## src/rtl/aes_link_ctrl_if.sv

```systemverilog
// Link bundle between the block sequencer and its neighbours: packets from
// the RS-232 receiver, the 128-bit AES core handshake, and the byte-wide
// serializer handshake. The sequencer takes the slave view; the surrounding
// environment (receiver, AES core, serializer) takes the master view.
interface aes_link_ctrl_if;
  logic [63:0]  rx_data;
  logic         rx_valid;
  logic [127:0] aes_in;
  logic         aes_start;
  logic [127:0] aes_out;
  logic         aes_done;
  logic [7:0]   tx_byte;
  logic         tx_load;
  logic         tx_busy;

  modport master (
    output rx_data, rx_valid, aes_out, aes_done, tx_busy,
    input  aes_in, aes_start, tx_byte, tx_load
  );

  modport slave (
    input  rx_data, rx_valid, aes_out, aes_done, tx_busy,
    output aes_in, aes_start, tx_byte, tx_load
  );
endinterface

```

## src/rtl/aes_link_ctrl.sv

```systemverilog
// aes_link_ctrl: assembles two 64-bit receive packets into one AES block,
// starts the core, captures its result and hands it to the serializer one
// byte at a time (LSB byte first). Watches for a stalled core, a missing
// second packet and packets arriving while the block is occupied; those
// conditions are latched in sticky error flags until reset.
module aes_link_ctrl #(
  parameter int unsigned AES_TIMEOUT = 4096,
  parameter int unsigned GAP_TIMEOUT = 65535
) (
  input  logic          clk,
  input  logic          rst,
  aes_link_ctrl_if.slave link,
  output logic          busy,
  output logic [2:0]    err
);

  typedef enum logic [2:0] {
    S_IDLE  = 3'd0,
    S_HALF  = 3'd1,
    S_START = 3'd2,
    S_WAIT  = 3'd3,
    S_SEND  = 3'd4,
    S_HOLD  = 3'd5
  } state_t;

  // Counters start at 0 on entry, so the last allowed count is TIMEOUT-1;
  // the timeout fires on the cycle that would have made the count TIMEOUT.
  localparam logic [15:0] AES_LAST = 16'(AES_TIMEOUT - 1);
  localparam logic [15:0] GAP_LAST = 16'(GAP_TIMEOUT - 1);

  // Byte k of a 128-bit block lives at bits [8k+7:8k].
  function automatic logic [7:0] sel_byte(input logic [127:0] blk, input logic [3:0] k);
    return blk[{k, 3'b000} +: 8];
  endfunction

  state_t         state_q, state_d;
  logic [3:0]     idx_q, idx_d;
  logic [15:0]    gap_cnt_q, gap_cnt_d;
  logic [15:0]    aes_cnt_q, aes_cnt_d;
  logic [127:0]   aes_in_q, aes_in_d;
  logic [127:0]   result_q, result_d;
  logic           aes_start_q, aes_start_d;
  logic [7:0]     tx_byte_q, tx_byte_d;
  logic           tx_load_q, tx_load_d;
  logic           busy_q, busy_d;
  logic [2:0]     err_q, err_d;

  // Next-state, datapath and registered-output lookahead for the sequencer.
  always_comb begin
    state_d     = state_q;
    idx_d       = idx_q;
    gap_cnt_d   = gap_cnt_q;
    aes_cnt_d   = aes_cnt_q;
    aes_in_d    = aes_in_q;
    result_d    = result_q;
    tx_byte_d   = tx_byte_q;
    tx_load_d   = 1'b0;
    err_d       = err_q;
    aes_start_d = 1'b0;
    busy_d      = 1'b0;

    case (state_q)
      S_IDLE: begin
        if (link.rx_valid) begin
          aes_in_d[63:0] = link.rx_data;
          gap_cnt_d      = 16'd0;
          state_d        = S_HALF;
        end else begin
          state_d = S_IDLE;
        end
      end
      S_HALF: begin
        // A packet in the expiry cycle still wins over the timeout.
        if (link.rx_valid) begin
          aes_in_d[127:64] = link.rx_data;
          state_d          = S_START;
        end else if (gap_cnt_q == GAP_LAST) begin
          err_d[2] = 1'b1;
          state_d  = S_IDLE;
        end else begin
          gap_cnt_d = gap_cnt_q + 16'd1;
        end
      end
      S_START: begin
        aes_cnt_d = 16'd0;
        state_d   = S_WAIT;
      end
      S_WAIT: begin
        // A result in the expiry cycle still wins over the timeout.
        if (link.aes_done) begin
          result_d = link.aes_out;
          idx_d    = 4'd0;
          state_d  = S_SEND;
        end else if (aes_cnt_q == AES_LAST) begin
          err_d[0] = 1'b1;
          state_d  = S_IDLE;
        end else begin
          aes_cnt_d = aes_cnt_q + 16'd1;
        end
      end
      S_SEND: begin
        if (!link.tx_busy) begin
          tx_load_d = 1'b1;
          tx_byte_d = sel_byte(result_q, idx_q);
          state_d   = S_HOLD;
        end else begin
          state_d = S_SEND;
        end
      end
      S_HOLD: begin
        // Blanking cycle: the serializer may not have raised busy yet.
        if (idx_q == 4'd15) begin
          state_d = S_IDLE;
        end else begin
          idx_d   = idx_q + 4'd1;
          state_d = S_SEND;
        end
      end
      default: begin
        state_d = S_IDLE;
      end
    endcase

    // Packets are only accepted while assembling; anything later is dropped.
    if (link.rx_valid && (state_q != S_IDLE) && (state_q != S_HALF)) begin
      err_d[1] = 1'b1;
    end else begin
      err_d[1] = err_d[1];
    end

    // Outputs are registered, so they are derived from the upcoming state.
    aes_start_d = (state_d == S_START);
    busy_d      = (state_d != S_IDLE);
  end

  // State and output registers with synchronous reset taking priority.
  always_ff @(posedge clk) begin
    if (rst) begin
      state_q     <= S_IDLE;
      idx_q       <= 4'd0;
      gap_cnt_q   <= 16'd0;
      aes_cnt_q   <= 16'd0;
      aes_in_q    <= 128'd0;
      result_q    <= 128'd0;
      aes_start_q <= 1'b0;
      tx_byte_q   <= 8'd0;
      tx_load_q   <= 1'b0;
      busy_q      <= 1'b0;
      err_q       <= 3'd0;
    end else begin
      state_q     <= state_d;
      idx_q       <= idx_d;
      gap_cnt_q   <= gap_cnt_d;
      aes_cnt_q   <= aes_cnt_d;
      aes_in_q    <= aes_in_d;
      result_q    <= result_d;
      aes_start_q <= aes_start_d;
      tx_byte_q   <= tx_byte_d;
      tx_load_q   <= tx_load_d;
      busy_q      <= busy_d;
      err_q       <= err_d;
    end
  end

  assign link.aes_in    = aes_in_q;
  assign link.aes_start = aes_start_q;
  assign link.tx_byte   = tx_byte_q;
  assign link.tx_load   = tx_load_q;
  assign busy           = busy_q;
  assign err            = err_q;

endmodule
```

## src/flat_wrapper.sv

```systemverilog
// flat-port wrapper written by rule: the top's interface ports become plain ports
module aes_link_ctrl_flat 
#(
  parameter int unsigned AES_TIMEOUT = 4096,
  parameter int unsigned GAP_TIMEOUT = 65535
)
  (clk, rst, busy, err, link_rx_data, link_rx_valid, link_aes_out, link_aes_done, link_tx_busy, link_aes_in, link_aes_start, link_tx_byte, link_tx_load);
  aes_link_ctrl_if link_i ();
  input  logic clk;
  input  logic rst;
  output logic busy;
  output logic [2:0] err;
  input wire logic [$bits(link_i.rx_data)-1:0] link_rx_data;
  input wire logic [$bits(link_i.rx_valid)-1:0] link_rx_valid;
  input wire logic [$bits(link_i.aes_out)-1:0] link_aes_out;
  input wire logic [$bits(link_i.aes_done)-1:0] link_aes_done;
  input wire logic [$bits(link_i.tx_busy)-1:0] link_tx_busy;
  output wire logic [$bits(link_i.aes_in)-1:0] link_aes_in;
  output wire logic [$bits(link_i.aes_start)-1:0] link_aes_start;
  output wire logic [$bits(link_i.tx_byte)-1:0] link_tx_byte;
  output wire logic [$bits(link_i.tx_load)-1:0] link_tx_load;
  assign link_i.rx_data = link_rx_data;
  assign link_i.rx_valid = link_rx_valid;
  assign link_i.aes_out = link_aes_out;
  assign link_i.aes_done = link_aes_done;
  assign link_i.tx_busy = link_tx_busy;
  assign link_aes_in = link_i.aes_in;
  assign link_aes_start = link_i.aes_start;
  assign link_tx_byte = link_i.tx_byte;
  assign link_tx_load = link_i.tx_load;
  aes_link_ctrl #(.AES_TIMEOUT(AES_TIMEOUT), .GAP_TIMEOUT(GAP_TIMEOUT)) u_core (.clk(clk), .rst(rst), .link(link_i), .busy(busy), .err(err));
endmodule
```

## config.mk

```make
export PLATFORM = sky130hd
export DESIGN_NAME = aes_link_ctrl_flat
export DESIGN_NICKNAME = d
export VERILOG_FILES = /design/src/rtl/aes_link_ctrl_if.sv /design/src/rtl/aes_link_ctrl.sv /design/src/flat_wrapper.sv
export SDC_FILE = /design/constraint.sdc
export NUM_CORES = 1
export LEC_CHECK = 0
export BUFFER_PORTS_ARGS = -buffer_cell sky130_fd_sc_hd__buf_2
export CAP_MARGIN = 20
export CORE_MARGIN = 8
export CORE_UTILIZATION = 25
export CTS_BUF_LIST = sky130_fd_sc_hd__clkbuf_8
export DETAILED_ROUTE_END_ITERATION = 7
export GPL_ROUTABILITY_DRIVEN = 0
export PLACE_DENSITY_LB_ADDON = 0.08
export SETUP_SLACK_MARGIN = 0.4
export SYNTH_ARGS = -nofsm -noshare
export SYNTH_HDL_FRONTEND = slang
export SYNTH_SLANG_ARGS = --single-unit
```

## constraint.sdc

```tcl
create_clock -name clk -period 2.7 [get_ports clk]
set_clock_uncertainty 0.1 [all_clocks]
set_input_delay 0.135 -clock clk [delete_from_list [all_inputs] [get_ports clk]]
set_output_delay 0.135 -clock clk [all_outputs]
set_load 0.05 [all_outputs]
```

==> results of run 1 <==
==> repair_timing <==
item                                    CTS  global route
endpoints found under the setup margin    8           129
pin swaps                                 0             0
hold buffers                            196             0
hold endpoints to repair                283             0
resized for setup                         2             4
==> critical path: cells and delay by family (launching register included) <==
| kind | cells | cell delay, ps |
|---|---|---|
| flops | 1 | 440 |
| compound gates | 1 | 140 |
| simple gates | 3 | 1450 |
==> metal layers <==
layer	vias up	wire length [um]
met2	337	20000
met4	4	1120
met1	5637	21200
met3	80	4070
met5	-	21
li1	6036	-
==> placed cells by master, fill, tap and decap left out, types with 13 or more instances in the layout <==
cell	count
mux2i_1	13
clkbuf_8	73
buf_4	13
dlygate4sd3_1	196
buf_2	337
a21oi_1	285
nand3_1	17
inv_1	27
o31ai_1	15
nand2_1	533
or4_1	18
dfxtp_1	306
mux4_2	32
==> worst min path at each step <==
| stage | start | to | slack, ps | depth (start not counted) |
|---|---|---|---|---|
| 2_1_floorplan | link_aes_out[0] | u_core.result_q[0] | 170 | 2 |
| 3_3_place_gp | link_aes_out[28] | u_core.result_q[28] | 280 | 3 |
| 3_5_place_dp | link_aes_out[28] | u_core.result_q[28] | 280 | 3 |
| 4_1_cts | link_rx_data[47] | u_core.link.aes_in[47] | 110 | 4 |
| 5_1_grt | link_rx_data[47] | u_core.link.aes_in[111] | 150 | 4 |
| 6_report | link_rx_data[6] | u_core.link.aes_in[6] | 180 | 4 |
==> where the power goes <==
| group | internal [mW] | total [mW] | switching, mW |
|---|---|---|---|
| Clock | 2.50 | 4.52 | 2.02 |
| Sequential | 4.78 | 4.91 | 0.127 |
| Combinational | 0.646 | 2.01 | 1.37 |
==> cells by family after synthesis <==
logic type | synth area share, %
muxes | 6.96
DFF | 50.6
adders and majority gates | 0.410
buffers and inverters | 4.01
xor gates and xnor gates | 0.215
and+or+nand+nor | 22.6
AOI/OAI and AO/OA | 15.2
==> flip-flops by register name, indices dropped and copies added (netlist names) <==
signal                 count
u_core.link.aes_in       128
u_core.result_q          128
u_core.aes_cnt_q          16
u_core.gap_cnt_q          16
u_core.link.tx_byte        8
u_core.idx_q               4
u_core.err                 3
u_core.state_q             3
u_core.busy                1
u_core.link.aes_start      1
u_core.link.tx_load        1
==> layout make-up <==
| cell class | instances | area [sq um] |
|---|---|---|
| timing repair buffer | 558 | 3980 |
| antenna | 1 | 2.50 |
| sequential | 309 | 6190 |
| tap | 622 | 778 |
| fill | 5102 | 30900 |
| clock inverter | 27 | 143 |
| multi-input combinational | 1042 | 5590 |
| clock buffer | 73 | 1000 |
| inverter | 6 | 22.5 |
==> metrics by stage <==
step | power, mW | hold WS, ps | instance area, sq um | instances
after global placement | 6.81 | 282 | 14600 | 2341
after CTS | 11.7 | 106 | 17700 | 2637
after detailed placement | 6.82 | 281 | 14600 | 2341
after global routing | 12.1 | 147 | 17700 | 2638
after floorplan | 6.15 | 171 | 12200 | 1472
final | 11.4 | 180 | 17700 | 2638
==> results by group, run 1 <==
Pwr
  – Pwr dens: 646 mW/mm^2
  – Leakage: 6.89 nW
  – Max VDD drop: 0.372 mV

Yosys
  – Syn avg cell area: 8.30 sq um
  – Post-synth top cells: 534 x nand2_1, 309 x dfxtp_1, 285 x a21oi_1, 87 x clkbuf_1, 32 x mux4_2
  – Most numerous cell in the Yosys netlist: nand2_1
  – Post-Syn Area: 0.0122 sq mm
  – Total number of yosys warnings: 0
  – Sequential share of the synthesized area: 50.6%
  – Synth Instances: 1472
  – Async SR Flop Fraction: 0%
  – Area leader, netlist: dfxtp_1
  – Number of flops mapped to enable cells by yosys: 0
  – Post-synthesis register bit count: 309
  – Top post-synthesis cells by area: dfxtp_1 51%, nand2_1 16%, a21oi_1 12%
  – Synth cell types: 52
  – Synth top area share: 50.6%
  – Mapped Nets: 1673
  – Main flop type after synthesis: dfxtp_1

Die
  – Initial Util: 25.1%
  – Die W: 237 um
  – Die area: 0.0562 sq mm
  – Row cnt: 81
  – Die Span Y: 237 um
  – Ports: 339
  – Area of the core: 0.0486 sq mm

STA
  – RSZ-0062 raised after global routing: no
  – Tmin final: 2190 ps
  – Relative max-transition margin: 53.4%
  – Worst-margin pin slew: 699 ps
  – Period utilisation layout: 81.1%
  – Final setup margin: 510 ps
  – Setup TNS: 0 ps
  – Setup violators final: 0
  – Max Slew Vio Count: 0
  – Final hold viol count: 0
  – Fmax: 457 MHz

Placed design
  – I/O Buffers: 338
  – DP HPWL: 30.8 mm
  – Pre-CTS WS: 256 ps

Layout
  – Area growth, synth to finish: 44.9%
  – Layout cells sized above 1: 24.5%
  – Final core utilization: 36.4%
  – Nets: 2176

GRT
  – Vias in the first global route: 12450
  – Grt total ovfl: 0
  – GR peak layer: met2
  – Pin count of the biggest net entering global routing: 100
  – Met3 Track Usage GR: 6.28%
  – M2 GR Usage: 24.0%
  – M1 GR Usage: 20.8%
  – GRT Total Usage: 16.0%
  – First-pass GRT wire length: 72.6 mm
  – Antenna violations before repair: 3

Worst setup path
  – Critical path capture point type: flop
  – CP startpoint kind: flop
  – Crit Path Max Fanout: 13
  – Critical Path Sink: u_core.gap_cnt_q[14]
  – Worst r2r path cells: 4
  – CP Cell Sequence: or4b_4, or4_1, or3_1, a21oi_1
  – WS Path Type: reg -> reg
  – RR Endpoint: u_core.gap_cnt_q[14]
  – Worst reg-to-reg setup slack: 510 ps
  – CP Data Required Time: 3180 ps
  – FF-to-FF Start: u_core.state_q[2]
  – Critical-path top delay cell: or4b_4
  – Critical path's largest stage delay: 600 ps
  – Worst Path Arrival: 2670 ps
  – Crit path launch: u_core.state_q[2]

Clocking
  – # clock sinks: 309
  – Clock Path Buffers: 3
  – CTS tree: built
  – CTS buffer count: 58
  – H-tree Lvls: 2
  – CTS root buffer: clkbuf_8
  – Setup bufs post-CTS: 0
  – Clock transition at path regs: 60 ps
  – Clk Latency, worst-skew pair: 650 ps

Route
  – Vias after detailed routing: 12094
  – Drt via density: 4.58
  – DRT Wirelength: 46.4 mm
  – Drc violations: 0
  – First-pass DRT Iterations: 7
  – Final ANT Viol Nets: 0
  – WL/cell: 17.6 um
  – DRT iter0 DRCs: 443

Job
  – Max-cap violations: 0

Outcome
  – Status: completed

Hold path
  – Hold/Removal Path Class: in -> reg
(Power assumes the default switching activity.)
==> inputs of run 2 (changes only) <==
ABC_AREA = 1   (was default)
clock period = 2.1 ns   (was 2.7 ns; I/O delays follow)
==> results by group, run 2 <==
Yosys
  – Area leader, netlist: dfxtp_1
  – Sequential share of the synthesized area: 48.2%
  – Synth Instances: 1773
  – Fraction of the mapped netlist area in adder cells: 0.390%
  – Syn avg cell area: 7.23 sq um
  – Post-synth top cells: 375 x nor2_1, 309 x dfxtp_1, 255 x nand2_1, 239 x o21ai_0, 168 x a21oi_1
  – Main flop type after synthesis: dfxtp_1
  – Mapped Nets: 1974
  – Number of flops mapped to enable cells by yosys: 0
  – Post-Syn Area: 0.0128 sq mm
  – Largest family of logic cells by synthesized area: simple AND/OR/NAND/NOR gates
  – Post-synthesis simple-gate area fraction: 23.7%
  – Multiplexer share of the synthesized area: 0%
  – Top post-synthesis cells by area: dfxtp_1 48%, nor2_1 11%, o21ai_0 9.3%
  – Async SR Flop Fraction: 0%
  – Fraction of the mapped netlist area in compound gates: 19.3%
  – Total number of yosys warnings: 0
  – Synth top area share: 48.2%
  – Post-synthesis register bit count: 309
  – Xor and xnor area share after synthesis: 0.615%
  – Most numerous cell in the Yosys netlist: nor2_1
  – Synth cell types: 35

Placed design
  – DP HPWL: 35.2 mm
  – Pre-CTS WS: 91.4 ps
  – I/O Buffers: 338

STA
  – Tmin final: 1750 ps
  – Worst-margin pin slew: 717 ps
  – Hold Slack: 127 ps
  – Relative max-transition margin: 52.2%
  – Final setup margin: 352 ps
  – Final hold viol count: 0
  – Period utilisation layout: 83.3%
  – Fmax: 572 MHz
  – Setup TNS: 0 ps
  – Setup violators final: 0
  – RSZ-0062 raised after global routing: yes
  – Max Slew Vio Count: 0

Clocking
  – CTS tree: built
  – Clock Path Buffers: 3
  – CTS root buffer: clkbuf_8
  – # clock sinks: 309
  – H-tree Lvls: 2
  – Clk Latency, worst-skew pair: 650 ps
  – Clock transition at path regs: 60 ps
  – CTS buffer count: 58

Die
  – Initial Util: 25.1%
  – Ports: 339
  – Area of the core: 0.0510 sq mm
  – Die W: 242 um
  – Row cnt: 83
  – Die area: 0.0588 sq mm
  – Die Span Y: 242 um

Pwr
  – Pwr dens: 782 mW/mm^2
  – Sequential share of power: 42.5%
  – Clock Power Share: 37.3%
  – Max VDD drop: 0.476 mV
  – Net Sw Frac: 32.3%
  – Comb pwr share: 20.2%
  – Leakage: 7.95 nW
  – Sw Pwr: 4.82 mW
  – Internal: 10.1 mW

Layout
  – Commonest non-fill, non-tap cell in the layout: nor2_1
  – Layout cells sized above 1: 24.0%
  – Most frequent cells in the layout: 368 x nor2_1, 338 x buf_2, 294 x dfxtp_1, 249 x nand2_1, 215 x o21ai_0
  – Fillers: 5444
  – Area growth, synth to finish: 48.8%
  – Final core utilization: 37.4%
  – Nets: 2528

Worst setup path
  – CP Cell Sequence: inv_4, ha_4, nand2_1, nor2_1, nand2_1, nor2_4, nor2_4, nor2_4, buf_6, nor2_4, nor2_1, nor2_1
  – Critical-path top delay cell: dfxtp_4
  – Worst r2r path cells: 12
  – WS Path Type: reg -> reg
  – Critical path's largest stage delay: 360 ps
  – Worst Path Arrival: 2160 ps
  – Crit Path Max Fanout: 6
  – RR Endpoint: u_core.gap_cnt_q[15]
  – Worst reg-to-reg setup slack: 350 ps
  – CP startpoint kind: flop
  – FF-to-FF Start: u_core.gap_cnt_q[0]
  – Critical path capture point type: flop
  – CP Data Required Time: 2510 ps
  – Most frequent CP cell: nor2_4

Route
  – First-pass DRT Iterations: 5
  – Vias after detailed routing: 13605
  – Drt via density: 4.46
  – Drc violations: 0
  – DRT Wirelength: 53.0 mm
  – WL/cell: 17.4 um
  – Final ANT Viol Nets: 0
  – DRT iter0 DRCs: 711

GRT
  – First-pass GRT wire length: 78.5 mm
  – Pin count of the biggest net entering global routing: 65
  – GRT Total Usage: 16.6%
  – Vias in the first global route: 13364
  – Grt total ovfl: 0
  – Antenna violations before repair: 2

Hold path
  – Hold path startpoint: link_aes_out[36]
  – Hold-critical path endpoint: u_core.result_q[36]
  – Hold/Removal Path Class: in -> reg
  – Hold path cells: 4

Job
  – Max-cap violations: 0

Outcome
  – Status: completed
run 2: routing by layer:
metal	global-route usage, %	vias to the layer above	share of wire, %
met3	3.41	80	4.3
met5	0	-	0
met4	5.53	0	2.7
li1	-	6909	-
met2	28.4	308	49
met1	20.7	6308	44
run 2: logic make-up (layout without fill, tap and decap cells):
logic type,count (synthesis),after routing
other cells,0,1
buf+inv,238,833
flops,309,309
xor+xnor,9,9
compound gates,464,464
fa+ha+maj,4,4
simple gates,749,750
run 2: layout make-up:
class / instances / area (sq um) / area share, %
well taps: 680 / 851 / 4.46
clock inverters: 33 / 135 / 0.708
multi-input cells: 1227 / 5850 / 30.7
flip-flops and latches: 309 / 6210 / 32.6
inverters: 121 / 479 / 2.51
clock buffers: 69 / 950 / 4.98
diodes: 1 / 2.50 / 0.0131
repair buffers: 610 / 4590 / 24.1
run 2: worst max-delay path by stage:
stage	from	endpoint	slack, ps	cells past startpoint
final	u_core.gap_cnt_q[0]	u_core.gap_cnt_q[15]	350	12
after global routing	u_core.gap_cnt_q[0]	u_core.busy	250	12
after CTS	u_core.state_q[0]	u_core.link.aes_in[112]	390	9
after detailed placement	u_core.aes_cnt_q[1]	u_core.busy	90	10
after global placement	u_core.aes_cnt_q[1]	u_core.aes_cnt_q[15]	150	10
after floorplan	u_core.aes_cnt_q[0]	u_core.aes_cnt_q[2]	410	11
run 2: through the flow:
stage | area (sq um) | total power, mW | instances
global placement | 15300 | 9.02 | 2721
CTS | 18500 | 15.1 | 3030
detailed placement | 15300 | 9.03 | 2721
finish | 19100 | 14.9 | 3050
floorplan | 12800 | 8.16 | 1773
global route | 19100 | 15.7 | 3050
run 2: power groups by stage:
stage	Sequential, mW	Clock (mW)	Combinational [mW]
CTS	6.34	5.84	2.91
global route	6.38	6.11	3.24
floorplan	7.37	0	0.789
detailed placement	6.47	0	2.56
global placement	6.46	0	2.55
finish	6.34	5.56	3.02
run 2: critical path, delay by kind of cell, from the launching register on:
kind,cells,cell delay [ps]
flops,1,360
buf+inv,2,240
fa+ha+maj,1,120
simple gates,9,800
run 2: timing repair:
item                                    in CTS  in global routing
hold endpoints to repair                   296                  0
cloned                                       0                  9
hold buffers                               197                  0
endpoints found under the setup margin      41                200
setup buffers                               10                 10
pin swaps                                    5                 24
gates resized for setup                     16                 91
